[src/rtl/w10_shift_pkg.sv]
// Shared definitions for the W10 rotate datapath: default width, FSM encoding, rotate helper.
package w10_shift_pkg;

  localparam int unsigned DEF_WIDTH = 8;

  typedef enum logic [1:0] {
    IDLE  = 2'd0,
    SHIFT = 2'd1,
    DONE  = 2'd2
  } state_e;

  // Rotate a DEF_WIDTH word left by k (modulo the width).
  function automatic logic [DEF_WIDTH-1:0] rotl(input logic [DEF_WIDTH-1:0] data,
                                                input int unsigned k);
    logic [2*DEF_WIDTH-1:0] dd;
    dd = {data, data} << (k % DEF_WIDTH);
    return dd[2*DEF_WIDTH-1:DEF_WIDTH];
  endfunction

endpackage

[src/rtl/rotl_stage.sv]
// One barrel stage: conditionally rotate left by a constant distance.
module rotl_stage #(
  parameter int unsigned WIDTH = 8,
  parameter int unsigned DIST  = 1
) (
  input  logic [WIDTH-1:0] d,
  input  logic             en,
  output logic [WIDTH-1:0] q
);

  logic [WIDTH-1:0] rot;

  assign rot = {d[WIDTH-1-DIST:0], d[WIDTH-1:WIDTH-DIST]};
  assign q   = en ? rot : d;

endmodule

[src/rtl/barrel_rotator_left_seq.sv]
// Multi-cycle left rotator: one log2 stage per clock between valid/ready handshakes.
module barrel_rotator_left_seq
  import w10_shift_pkg::*;
#(
  parameter int unsigned WIDTH = DEF_WIDTH,
  parameter int unsigned AMT_W = $clog2(WIDTH)
) (
  input  logic             clk,
  input  logic             rst,
  input  logic             in_valid,
  output logic             in_ready,
  input  logic [WIDTH-1:0] a,
  input  logic [AMT_W-1:0] amt,
  output logic             out_valid,
  input  logic             out_ready,
  output logic [WIDTH-1:0] y
);

  localparam int unsigned STAGE_W = (AMT_W > 1) ? $clog2(AMT_W) : 1;
  localparam logic [STAGE_W-1:0] LAST_STAGE = STAGE_W'(AMT_W - 1);

  state_e               state_q, state_d;
  logic [WIDTH-1:0]     data_q;
  logic [AMT_W-1:0]     amt_q;
  logic [STAGE_W-1:0]   stage_q;
  logic [WIDTH-1:0]     stage_y [AMT_W];

  // Stage i rotates by 2**i when bit i of the captured amount is set.
  for (genvar i = 0; i < AMT_W; i++) begin : g_stage
    rotl_stage #(
      .WIDTH (WIDTH),
      .DIST  (1 << i)
    ) u_stage (
      .d  (data_q),
      .en (amt_q[i]),
      .q  (stage_y[i])
    );
  end

  always_ff @(posedge clk) begin
    if (rst) state_q <= IDLE;
    else     state_q <= state_d;
  end

  always_comb begin
    state_d = state_q;
    case (state_q)
      IDLE:    if (in_valid) state_d = SHIFT;
      SHIFT:   if (stage_q == LAST_STAGE) state_d = DONE;
      DONE:    if (out_ready) state_d = IDLE;
      default: state_d = IDLE;
    endcase
  end

  always_comb begin
    in_ready  = 1'b0;
    out_valid = 1'b0;
    case (state_q)
      IDLE:    in_ready  = 1'b1;
      DONE:    out_valid = 1'b1;
      default: ;
    endcase
  end

  // Datapath: capture on accept, then walk the stages one per clock.
  always_ff @(posedge clk) begin
    if (rst) begin
      data_q  <= '0;
      amt_q   <= '0;
      stage_q <= '0;
    end else begin
      case (state_q)
        IDLE: begin
          if (in_valid) begin
            data_q  <= a;
            amt_q   <= amt;
            stage_q <= '0;
          end
        end
        SHIFT: begin
          data_q <= stage_y[stage_q];
          if (stage_q != LAST_STAGE) stage_q <= stage_q + STAGE_W'(1);
        end
        default: ;
      endcase
    end
  end

  assign y = data_q;

endmodule

[config.mk]
export PLATFORM = sky130hd
export DESIGN_NAME = barrel_rotator_left_seq
export DESIGN_NICKNAME = d
export VERILOG_FILES = /design/src/rtl/w10_shift_pkg.sv /design/src/rtl/rotl_stage.sv /design/src/rtl/barrel_rotator_left_seq.sv
export SDC_FILE = /design/constraint.sdc
export NUM_CORES = 1
export LEC_CHECK = 0
export BUFFER_PORTS_ARGS = -buffer_cell sky130_fd_sc_hd__buf_4
export CAP_MARGIN = 20
export CORE_MARGIN = 2
export CORE_UTILIZATION = 35
export CTS_CLUSTER_DIAMETER = 30
export DETAILED_ROUTE_END_ITERATION = 6
export HOLD_SLACK_MARGIN = 0.05
export PLACE_DENSITY = 0.65
export SYNTH_ARGS = -nofsm -noshare
export SYNTH_HDL_FRONTEND = slang
export SYNTH_SLANG_ARGS = --single-unit
[constraint.sdc]
create_clock -name clk -period 3.5 [get_ports clk]
set_input_delay 0 -clock clk [delete_from_list [all_inputs] [get_ports clk]]
set_output_delay 0 -clock clk [all_outputs]
set_load 0.05 [all_outputs]
==> impl_metrics.yaml, run 1 <==
yosys:
  yosysMostFrequentCell: "nor2_1"
  synth_common_cells: "nor2_1 (16), dfxtp_1 (15)"
  ys_ff_latch: 15
  netlist_area_um2: 921
  yosysTopAreaCell: "dfxtp_1"
  syn_nets: 125
  synthCells: 107
  synth_top_area_share_pct: 32.6
  synth_seq_area_share_pct: 32.6
  ys_warn_count: 0
  avgSynthCellArea_um2: 8.61
  synthArstFlopShare_pct: 0
  ys.flop_type: "dfxtp_1"
  netlist_top_cells_area: "dfxtp_1 (33%), a22o_1 (7.6%), a32oi_1 (7.6%)"
  synth_cell_types: 26
  synth-edff-count: 0
global_routing:
  grt_pass1_vias: 888
  antenna_found_initial: 0
  overflow: 0
  grt_pass1_wl_mm: 4.01
  track_usage_pct: 16.4
  grt_max_degree: 19
setup_path:
  critical_path_class: "reg2reg"
  rr_startpoint: "state_q[0]"
  r2r_cells: 4
  crit_fanout: 18
  cp.arrival_ns: 1.99
  start_kind: "flop"
  cp.required_ns: 3.73
  startpoint: "state_q[0]"
  cp-end-kind: "flop"
timing:
  hold_viol: 0
  relSlewSlack_pct: 59.9
  tightest_slew_ns: 0.602
  report.final.slew_viol_count: 0
  period_share_pct: 50.3
  fmax_mhz: 568
  grt_setup_unrepaired: "no"
  period_minus_slack_ns: 1.76
  final.setup_skew_ns: 0.00731
  tns_ns: 0
  setup_viol: 0
hold_path:
  hold_class: "in2reg"
  worstHoldStart: "a[4]"
  worstHoldPathCells: 4
power_and_ir_drop:
  p_int_uw: 286
  leakagePower_uw: 0.000497
  switchingPower_uw: 157
  power_frac_clock_pct: 22.3
  power.density_nw_per_um2: 366
  p_comb_share_pct: 31.1
  switching_share_pct: 35.4
  p_seq_share_pct: 46.5
  vdd_drop_max_mv: 0.282
die:
  start_util_pct: 37.2
  fp.dieW_um: 55.3
  io_pins: 25
  rows: 18
  dieArea_um2: 3060
  die_h_um: 55.3
  fp.coreArea_um2: 2480
route:
  avgViaCountPerCell: 5.49
  routed_wl_mm: 2.40
  wl_per_cell_um: 14.3
  drc: 0
  antenna_left: 0
  first_iter_violations: 22
  dr_total_vias: 916
  drtPass1Iterations: 4
final_layout:
  final_cells: 167
  syn2layout_area_growth_pct: 31.5
  n_fill_cell: 267
  drive_above_1_share_pct: 22.6
  antennaDiodeCount: 0
  final_nets: 156
cts:
  h-tree-depth: 1
  cts.path.max_buffers: 2
  clock-sinks: 15
  cts_tree: "yes"
  root_buffer: "clkbuf_4"
  cts-resized-gates: 0
  cts_inserted_buffers: 3
  cts.reportedPaths.clkPinSlew_ns: 0.09
  cts_setup_buffers: 0
  cts_hold_buf: 9
  insertion_delay_ns: 0.29
place:
  place.gp.congestion: 0.806
  dp_hpwl_mm: 1.74
  io_buffers: 24
  dp.cells: 154
run:
  drv_cap: 0
status:
  outcome: "complete, no violations"
==> stage by stage <==
step	hold WS, ns	setup slack [ns]	util [%]	total power [µW]	area, µm²
after detailed placement	0.245	1.79	44.2	339	1090
after floorplan	0.147	1.95	-	299	921
after CTS	0.120	1.73	48.9	444	1210
after global routing	0.144	1.57	48.9	466	1210
final	0.120	1.74	48.9	443	1210
after global placement	0.238	1.84	44.2	337	1090
==> sequential cells by signal, summed over array words and instances, names as in the netlist <==
name	count
y	8
amt_q	3
stage_q	2
state_q	2
==> cell type report <==
type	instances	area [µm²]	area share [%]
flip-flops and latches	15	300	24.8
well taps	30	37.5	3.10
clock buffers	4	26.3	2.17
multi-input cells	81	562	46.4
inverters	4	15.0	1.24
repair buffers	33	270	22.3
==> power groups by stage <==
stage,combinational [µW],clock [µW],sequential (µW)
after detailed placement,130,0,209
after global routing,149,110,208
final,138,99.0,206
after floorplan,68.1,0,231
after global placement,128,0,209
after CTS,138,100,205
==> cell usage in the layout (no fill, tap or decap), drive strengths merged <==
master       count
inv              4
nand2b           3
nor2b            3
a32oi            8
nand2            8
and2             8
dlygate4sd3      9
dfxtp           15
and2b            1
a31oi            8
mux2i            4
ha               3
and3b            1
a22oi            1
buf             24
nor2            17
a21oi            2
nor3b            2
clkbuf           4
a22o             8
a41oi            1
nor3             3
==> metal layers <==
metal  vias to the layer above  part of all wire, %  global-route usage (%)
li1                        446                    -                       -
met1                       417                   42                    18.9
met2                        47                   49                    27.9
met3                         6                  7.4                    5.85
met4                         0                  2.3                    5.57
met5                         -                    0                       0
==> kinds of logic after synthesis <==
family	share of synthesized area (%)
compound gates	25.5
fa+ha+maj	4.08
buf+inv	6.39
flops	32.6
mux	4.35
simple gates	27.0
==> critical path, cell delays in order (launching register included) <==
cell and delay (ns):
dfxtp_1 0.46, and2b_1 0.55, a41oi_4 0.20, nor2_2 0.29
a22o_1 0.19
==> path summary, 6_finish.rpt <==
path / to / slack, ns
worst max-delay path: y[5] / 1.74
worst min-delay path: y[4] / 0.12
worst max register to register: y[5] / 1.74
worst min register to register: state_q[0] / 0.58
Power figures use the tool's default switching activity.
==> run 2, diff against run 1 <==
- clock period: 3.5 -> 1.7 ns (I/O delays scaled with it)
==> run 2 against run 1 <==
Compared with the run above:
- largest power group unchanged
- critical path type unchanged
- flip-flop and latch count did not move
- core utilization fell by 0.35 points
- die area did not move
==> impl_metrics.yaml, run 2 (synthesis results as in run 1) <==
global_routing:
  grt_max_degree: 17
  antenna_found_initial: 0
  track_usage_pct: 15.1
  grt_pass1_wl_mm: 3.81
  grt_pass1_vias: 887
  overflow: 0
timing:
  final.setup_skew_ns: 0.00129
  tns_ns: 0
  tightest_slew_ns: 0.501
  setup_viol: 0
  report.final.slew_viol_count: 0
  period_minus_slack_ns: 1.53
  period_share_pct: 90.3
  hold_viol: 0
  relSlewSlack_pct: 66.5
  grt_setup_unrepaired: "no"
  fmax_mhz: 652
setup_path:
  cp_top_family: "simple AND/OR/NAND/NOR gates"
  start_kind: "flop"
  cp.required_ns: 1.93
  cp-end-kind: "flop"
  r2r_setup_slack_ns: 0.17
  rr_startpoint: "stage_q[0]"
  crit_fanout: 8
  crit_path_cell_trace: "inv_1, ha_1, nand2b_1, a41oi_4, nor2b_4, a22o_1"
  critical_path_class: "reg2reg"
  cpPeakStageDelay_ns: 0.34
  startpoint: "stage_q[0]"
  cp_slowest_cell: "dfxtp_1"
  cp.arrival_ns: 1.76
  timing.critical_path.buf_inv: 1
route:
  routed_wl_mm: 2.18
  drtPass1Iterations: 4
  antenna_left: 0
  avgViaCountPerCell: 5.42
  wl_per_cell_um: 13.2
  drc: 0
  dr_total_vias: 899
  first_iter_violations: 20
place:
  io_buffers: 24
  place.gp.congestion: 0.847
  dp_hpwl_mm: 1.66
final_layout:
  final_common_cell: "buf_4"
  final_nets: 155
  layout_common_cells: "buf_4 (26), nor2_1 (16), dfxtp_1 (15)"
  drive_above_1_share_pct: 25.7
  antennaDiodeCount: 0
  syn2layout_area_growth_pct: 30.6
  largest_register_ffs: 8
cts:
  root_buffer: "clkbuf_4"
  cts.reportedPaths.clkPinSlew_ns: 0.09
  clock-sinks: 15
  insertion_delay_ns: 0.28
  cts_inserted_buffers: 3
  h-tree-depth: 1
  cts_tree: "yes"
  cts.path.max_buffers: 2
power_and_ir_drop:
  p_total_uw: 903
  power.density_nw_per_um2: 751
  leakagePower_uw: 0.000494
  vdd_drop_max_mv: 0.387
hold_path:
  worstHoldStart: "a[2]"
  hold_class: "in2reg"
die:
  die_h_um: 55.3
  dieArea_um2: 3060
  rows: 18
  start_util_pct: 37.2
  fp.dieW_um: 55.3
  io_pins: 25
  fp.coreArea_um2: 2480
status:
  outcome: "complete, no violations"
run:
  drv_cap: 0
-- run 2: per-stage QoR --
stage               setup slack, ns  area (µm²)  util, %  hold WS [ns]  instances
floorplan                     0.148         921        -         0.147        107
global placement              0.252        1110     44.8         0.236        156
detailed placement            0.198        1110     44.8         0.245        156
CTS                           0.169        1200     48.3        0.0957        166
global route                 0.0366        1200     48.5         0.119        166
finish                        0.166        1200     48.5         0.108        166
-- run 2: what timing repair did --
item                                    in CTS  in global routing
hold buffers                                 6                  0
setup buffers                                0                  0
hold endpoints to repair                     7                  0
endpoints found under the setup margin       0                  1
resized for setup                            0                  1
-- run 2: area by class of cell --
class | count | area [µm²]
sequential | 15 | 300
fill | 250 | 1270
timing repair buffer | 32 | 255
clock inverter | 1 | 5.00
clock buffer | 3 | 22.5
tap | 30 | 37.5
inverter | 4 | 15.0
multi-input combinational | 81 | 567
-- run 2: layer usage --
| layer | part of all wire, % | up-vias | wire length [µm] | GRT usage [%] |
|---|---|---|---|---|
| li1 | - | 443 | - | - |
| met1 | 46 | 410 | 996 | 19.3 |
| met2 | 46 | 42 | 1010 | 24.3 |
| met3 | 6.7 | 4 | 147 | 4.22 |
| met4 | 1.4 | 0 | 31 | 5.57 |
| met5 | 0 | - | 0 | 0 |
-- run 2: power by group --
part	switching, µW	internal [µW]
Clock	113	87.3
Sequential	41.0	379
Combinational	163	119
-- run 2: path summary, 6_finish.rpt --
check                                 to  cells after the start
worst max-delay path                y[6]                      6
worst min-delay path                y[2]                      4
worst max register to register      y[6]                      6
worst min register to register  amt_q[2]                      2
-- run 2: tightest hold or removal path: cells and delay by family --
kind	cells	cell delay [ns]
AOI/OAI and AO/OA	2	0.25
and+or+nand+nor	1	0.03
buffers and inverters	1	0.08
